==> config.mk <==
export PLATFORM = sky130hd
export DESIGN_NAME = pma_region_table
export DESIGN_NICKNAME = d
export VERILOG_FILES = /design/src/rtl/pma_region_table_pkg.sv /design/src/rtl/pma_range_match.sv /design/src/rtl/pma_region_table.sv
export SDC_FILE = /design/constraint.sdc
export NUM_CORES = 2
export LEC_CHECK = 0
export BUFFER_PORTS_ARGS = -buffer_cell sky130_fd_sc_hd__buf_2
export CORE_MARGIN = 3
export CORE_UTILIZATION = 45
export DETAILED_ROUTE_END_ITERATION = 10
export MAX_ROUTING_LAYER = met4
export PLACE_DENSITY = 0.69
export SETUP_SLACK_MARGIN = 0.2
export SLEW_MARGIN = 20
export SYNTH_ARGS = -nofsm -noshare
export SYNTH_HDL_FRONTEND = slang
export SYNTH_SLANG_ARGS = --single-unit
==> constraint.sdc <==
create_clock -name clk_i -period 6.6 [get_ports clk_i]
set_clock_uncertainty 0.05 [all_clocks]
set_input_delay 1.65 -clock clk_i [delete_from_list [all_inputs] [get_ports clk_i]]
set_output_delay 1.65 -clock clk_i [all_outputs]
set_load 0.02 [all_outputs]
==> src/rtl/pma_region_table_pkg.sv <==
// pma_pkg: shared types and constants for the physical-memory-attribute table.
//   pma_attr_t     - attribute vector {nonidem, cached, exec}
//   pma_entry_t    - one table entry {base, length, attr, lock} at the full
//                    64-bit core address width
//   PMA_FIELD_*    - config-port field encodings
//   PMA_ATTR_MISS  - attributes reported for an address no entry covers
package pma_pkg;

    localparam int unsigned PMA_ADDR_W = 64;

    typedef struct packed {
        logic nonidem;
        logic cached;
        logic exec;
    } pma_attr_t;

    typedef struct packed {
        logic [PMA_ADDR_W-1:0] base;
        logic [PMA_ADDR_W-1:0] length;
        pma_attr_t             attr;
        logic                  lock;
    } pma_entry_t;

    localparam logic [1:0] PMA_FIELD_BASE   = 2'd0;
    localparam logic [1:0] PMA_FIELD_LENGTH = 2'd1;
    localparam logic [1:0] PMA_FIELD_ATTR   = 2'd2;
    localparam logic [1:0] PMA_FIELD_RSVD   = 2'd3;

    // Unmapped space is treated as I/O: not executable, not cacheable,
    // side effects possible.
    localparam pma_attr_t PMA_ATTR_MISS = '{nonidem: 1'b1, cached: 1'b0, exec: 1'b0};

endpackage

==> src/rtl/pma_range_match.sv <==
// pma_range_match: combinational comparator for one table entry.
//   base   - first address of the region
//   length - region size in bytes; zero disables the entry
//   addr   - address being classified
//   match  - high when base <= addr < base + length and length != 0
// The end address is formed one bit wider than the address so that a region
// reaching the very top of the address space does not wrap.
module pma_range_match #(
    parameter int unsigned AddrWidth = 64
) (
    input  logic [AddrWidth-1:0] base,
    input  logic [AddrWidth-1:0] length,
    input  logic [AddrWidth-1:0] addr,
    output logic                 match
);

    logic [AddrWidth:0] end_s;

    // Range comparison against the widened end address.
    always_comb begin
        end_s = {1'b0, base} + {1'b0, length};
        match = (length != '0) && (addr >= base) && ({1'b0, addr} < end_s);
    end

endmodule

==> src/rtl/pma_region_table.sv <==
// pma_region_table: runtime-programmable physical-memory-attribute table.
//   clk_i / rst_ni        - clock, asynchronous active-low reset
//   lookup_valid_i/addr_i - one classification request per cycle
//   lookup_*_o            - registered result, valid the cycle after the request
//   cfg_we_i/idx_i/field_i/wdata_i - CSR-style entry write port
//   cfg_err_o             - one-cycle pulse for each rejected write
// The lowest-indexed matching entry wins. A write and a lookup in the same
// cycle see the table as it was before the write.
module pma_region_table
    import pma_pkg::*;
#(
    parameter int unsigned NrRegions = 8,
    parameter int unsigned AddrWidth = 64,
    parameter logic [NrRegions*AddrWidth-1:0] RstBase   = '0,
    parameter logic [NrRegions*AddrWidth-1:0] RstLength = '0,
    parameter logic [NrRegions*3-1:0]         RstAttr   = '0,
    parameter logic [NrRegions-1:0]           RstLock   = '0,
    localparam int unsigned IdxW = (NrRegions > 1) ? $clog2(NrRegions) : 1
) (
    input  logic                 clk_i,
    input  logic                 rst_ni,
    input  logic                 lookup_valid_i,
    input  logic [AddrWidth-1:0] lookup_addr_i,
    output logic                 lookup_valid_o,
    output logic                 lookup_hit_o,
    output logic [IdxW-1:0]      lookup_idx_o,
    output logic                 lookup_exec_o,
    output logic                 lookup_cached_o,
    output logic                 lookup_nonidem_o,
    input  logic                 cfg_we_i,
    input  logic [IdxW-1:0]      cfg_idx_i,
    input  logic [1:0]           cfg_field_i,
    input  logic [AddrWidth-1:0] cfg_wdata_i,
    output logic                 cfg_err_o
);

    logic [AddrWidth-1:0] base_r   [NrRegions];
    logic [AddrWidth-1:0] length_r [NrRegions];
    pma_attr_t            attr_r   [NrRegions];
    logic [NrRegions-1:0] lock_r;

    logic [NrRegions-1:0] match_s;
    logic                 hit_s;
    logic [IdxW-1:0]      idx_s;
    pma_attr_t            attr_s;

    logic                 idx_ok_s;
    logic                 sel_lock_s;
    logic                 reject_s;
    logic                 wr_en_s;

    for (genvar g = 0; g < NrRegions; g++) begin : g_match
        pma_range_match #(
            .AddrWidth (AddrWidth)
        ) u_match (
            .base   (base_r[g]),
            .length (length_r[g]),
            .addr   (lookup_addr_i),
            .match  (match_s[g])
        );
    end

    // Priority encoder: scanning downwards lets the lowest matching index overwrite.
    always_comb begin
        hit_s  = 1'b0;
        idx_s  = '0;
        attr_s = PMA_ATTR_MISS;
        for (int i = int'(NrRegions) - 1; i >= 0; i--) begin
            if (match_s[i]) begin
                hit_s  = 1'b1;
                idx_s  = IdxW'(i);
                attr_s = attr_r[i];
            end else begin
                hit_s  = hit_s;
            end
        end
    end

    // Config write decode: out-of-range index, reserved field or locked entry reject.
    always_comb begin
        idx_ok_s   = (32'(cfg_idx_i) < 32'(NrRegions));
        sel_lock_s = 1'b0;
        for (int i = 0; i < int'(NrRegions); i++) begin
            sel_lock_s = sel_lock_s | (lock_r[i] & (cfg_idx_i == IdxW'(i)));
        end
        reject_s = !idx_ok_s || (cfg_field_i == PMA_FIELD_RSVD) || sel_lock_s;
        wr_en_s  = cfg_we_i && !reject_s;
    end

    // Table storage: reset image load and accepted config writes.
    always_ff @(posedge clk_i or negedge rst_ni) begin
        if (!rst_ni) begin
            for (int i = 0; i < int'(NrRegions); i++) begin
                base_r[i]   <= RstBase[i*AddrWidth +: AddrWidth];
                length_r[i] <= RstLength[i*AddrWidth +: AddrWidth];
                attr_r[i]   <= pma_attr_t'(RstAttr[i*3 +: 3]);
                lock_r[i]   <= RstLock[i];
            end
        end else begin
            for (int i = 0; i < int'(NrRegions); i++) begin
                if (wr_en_s && (cfg_idx_i == IdxW'(i))) begin
                    case (cfg_field_i)
                        PMA_FIELD_BASE:   base_r[i]   <= cfg_wdata_i;
                        PMA_FIELD_LENGTH: length_r[i] <= cfg_wdata_i;
                        PMA_FIELD_ATTR: begin
                            attr_r[i] <= pma_attr_t'(cfg_wdata_i[2:0]);
                            lock_r[i] <= lock_r[i] | cfg_wdata_i[3];
                        end
                        default: base_r[i] <= base_r[i];
                    endcase
                end
            end
        end
    end

    // Lookup result register; fields hold while no request is presented.
    always_ff @(posedge clk_i or negedge rst_ni) begin
        if (!rst_ni) begin
            lookup_valid_o   <= 1'b0;
            lookup_hit_o     <= 1'b0;
            lookup_idx_o     <= '0;
            lookup_exec_o    <= 1'b0;
            lookup_cached_o  <= 1'b0;
            lookup_nonidem_o <= 1'b0;
        end else if (lookup_valid_i) begin
            lookup_valid_o   <= 1'b1;
            lookup_hit_o     <= hit_s;
            lookup_idx_o     <= idx_s;
            lookup_exec_o    <= attr_s.exec;
            lookup_cached_o  <= attr_s.cached;
            lookup_nonidem_o <= attr_s.nonidem;
        end else begin
            lookup_valid_o   <= 1'b0;
        end
    end

    // Write-reject pulse, one cycle per rejected write.
    always_ff @(posedge clk_i or negedge rst_ni) begin
        if (!rst_ni) begin
            cfg_err_o <= 1'b0;
        end else begin
            cfg_err_o <= cfg_we_i && reject_s;
        end
    end

endmodule

==> flow_summary.ini <==
[setup_path]
crit_path_frequent_cell = buf_4
cp.arrival_ps = 7150
cp_slowest_cell = dfrtp_1
critical_path.max_fanout = 3
setup_crit_path_kind = flop to flop
timing.critical_path.max_delay_family = compound AO/OA/AOI/OAI gates
cp-start-kind = flop
crit_path_end_kind = flop
cp_num_buf_inv = 5
worst_path_largest_cell_delay_ps = 380
crit_required_ps = 7260

[synth]
synth.net_count = 11631
netlist_top_cells_area = dfrtp_1 30%, ha_1 21%, mux2_1 6.5%
async_reset_ff_share_pct = 100
synth.top_cells.by_count = 1528 x ha_1, 1065 x dfrtp_1, 896 x nand2_1
yosysSeqAreaShare_pct = 29.6
netlist.area_leader.share_pct = 29.6
synthesis.area_sq_um = 90000
yosysMostFrequentCell = ha_1
ys.flop_type = dfrtp_1
netlist-cell-type-count = 88
syn_inst = 9958
synthesis.area_per_instance_sq_um = 9.04
ys_seq_elements = 1065
yosysWarningCount = 0
synth_top_area_cell = dfrtp_1
synth_edf_count = 0

[sta]
setup_slack_ps = 115
hold_viol = 0
setup_repair_after_global_routing_missed_its_margin = yes
fin_crit_ps = 6480
finalCritPeriodShare_pct = 98.3
tightest_slew_ps = 1250
timing.fmax_mhz = 154
finalSetupViolations = 0
timing.final.max_slew_violations = 0
slew-limit-headroom_pct = 16.0

[floorplanning]
io_pins = 146
core_area_sq_um = 198000
floorplan.die_area_sq_um = 205000
die_y_microns = 453
floorplan.rows = 163
starting_density_pct = 45.4
floorplan.die.width_microns = 453

[power_and_ir_drop]
power_density_nw_per_um2 = 387
p_leak_nw = 51.3
peakVddDrop_uv = 291

[placed_design]
port_buffers = 145
post_place_setup_slack_ps = -763
finalWeightedCongestion = 1.02
place_inst = 12973
hpwlAfterDp_microns = 269000

[finish]
syn_to_final_growth_pct = 14.6
layout.cells.non_filler = 13256
fillcell_total = 18173
finish.net_count = 12164
proportion_of_layout_cells_with_a_drive_suffix_above_1_pct = 10.7

[global_routing]
number_of_global_route_vias_before_repair = 77904
grt_max_degree = 139
global_route_wire_length_before_repair_microns = 511000
number_of_antenna_violations_at_the_first_check_in_global_routing = 24
grt_remaining_overflow = 0
track_usage_pct = 34.0

[cts]
cts-buffers-inserted = 135
ctsRootBufferMaster = clkbuf_16
htree_num_levels = 4
clkSinkCount = 1065
cts_tree = yes
clk-insertion-delay-late_ps = 800
clk_transition_reported_paths_ps = 60
clockBufferDepth = 3
cts_hold_buffers = 0

[hold_path]
worstHoldPathType = flop to flop

[route]
drt.antenna.violating_nets = 0
finalWirelength_microns = 346000
routed_via_density = 6.11
wl_per_cell_microns = 26.1
drtIter0Drc = 7430
first_pass_iters = 9
dr_drc_count = 0
dr_total_vias = 81036

[status]
outcome = finished, final reports clean

[run]
max-cap-violations = 0
==> cells by family (layout without fill, tap and decap cells) <==
logic type | after synthesis | in the layout | synth area share [%]
buffers and inverters | 958 | 1595 | 4.02
AND/OR/NAND/NOR | 2383 | 2383 | 12.9
XOR/XNOR | 467 | 467 | 4.55
AO/OA/AOI/OAI | 3007 | 3007 | 20.7
other | 0 | 21 | 0
adder cells (fa/ha/maj) | 1536 | 1536 | 21.4
flip-flops | 1065 | 1065 | 29.6
multiplexers | 542 | 542 | 6.78
==> path summary, 6_finish.rpt <==
path | start | end | slack (ps) | cells past startpoint
max in group asynchronous | rst_ni | length_r[475] | 4200 | 2
hold reg to reg | lock_r[7] | lock_r[7] | 400 | 1
min in group asynchronous | rst_ni | length_r[120] | 850 | 1
setup reg to reg | base_r[128] | lookup_cached_o | 120 | 34
hold / removal | lock_r[7] | lock_r[7] | 400 | 1
setup / recovery | base_r[128] | lookup_cached_o | 120 | 34
==> state kept, by name, summed over array words and instances (netlist names) <==
signal,cells
lookup_valid_o,1
lookup_nonidem_o,1
length_r,512
lookup_cached_o,1
lookup_hit_o,1
lock_r,8
lookup_idx_o,3
cfg_err_o,1
lookup_exec_o,1
base_r,512
attr_r,24
==> final cells by class <==
| type | count | area, sq um | share of cell area, % |
|---|---|---|---|
| repair buffers | 683 | 5220 | 5.06 |
| clock buffers | 190 | 3930 | 3.81 |
| multi-input cells | 7935 | 60800 | 59.0 |
| diodes | 21 | 52.6 | 0.0510 |
| well taps | 2640 | 3300 | 3.20 |
| flip-flops and latches | 1065 | 26700 | 25.8 |
| clock inverters | 51 | 603 | 0.585 |
| inverters | 671 | 2520 | 2.44 |
==> metrics by stage <==
step	setup TNS [ps]	total power, mW	util, %	cell area (sq um)	hold slack (ps)
2_1_floorplan	0	23.9	-	90000	377
3_3_place_gp	-3650	30.6	49.2	97400	390
3_5_place_dp	-4120	31.0	49.2	97400	397
4_1_cts	0	39.2	51.7	102000	410
5_1_grt	-489	42.9	52.1	103000	423
6_report	0	39.9	52.1	103000	405
==> layer usage <==
metal	GRT usage (%)	vias to the layer above	part of all wire (%)
li1	-	37827	-
met1	45.4	39565	44
met2	51.5	2969	44
met3	5.26	675	7.4
met4	14.1	0	5.0
met5	-	-	0
==> power by group <==
group          internal [mW]  switching, mW  total (mW)
registers               7.89           1.24        9.14
clock network           4.59           3.17        7.76
logic                   9.89           13.1        23.0
total                   22.4           17.5        39.9
==> timing repair <==
action / 4_1_cts / 5_1_grt
setup buffers: 6 / 15
setup endpoints to repair: 7 / 7
resized for setup: 89 / 100
endpoints found under the hold margin: 0 / 0
pin swaps: 31 / 72
==> cell usage in the layout (no fill, tap or decap), types with 82 or more instances in the layout <==
| cell type | instances |
|---|---|
| buf_4 | 499 |
| a211oi_1 | 83 |
| nand2b_1 | 112 |
| dfrtp_1 | 1065 |
| nor3_1 | 102 |
| a21o_1 | 538 |
| nor2_1 | 347 |
| ha_1 | 1520 |
| nor2b_1 | 106 |
| nor4_1 | 157 |
| o21ai_1 | 553 |
| o21ai_0 | 385 |
| xnor2_1 | 250 |
| clkbuf_16 | 141 |
| a21oi_1 | 749 |
| xor2_1 | 217 |
| o21a_1 | 91 |
| nand3_1 | 158 |
| nand4_1 | 234 |
| o21bai_1 | 82 |
| mux2_1 | 518 |
| inv_1 | 668 |
| buf_2 | 143 |
| nand2_1 | 894 |
Note: power is estimated with default switching activity, not from simulation.
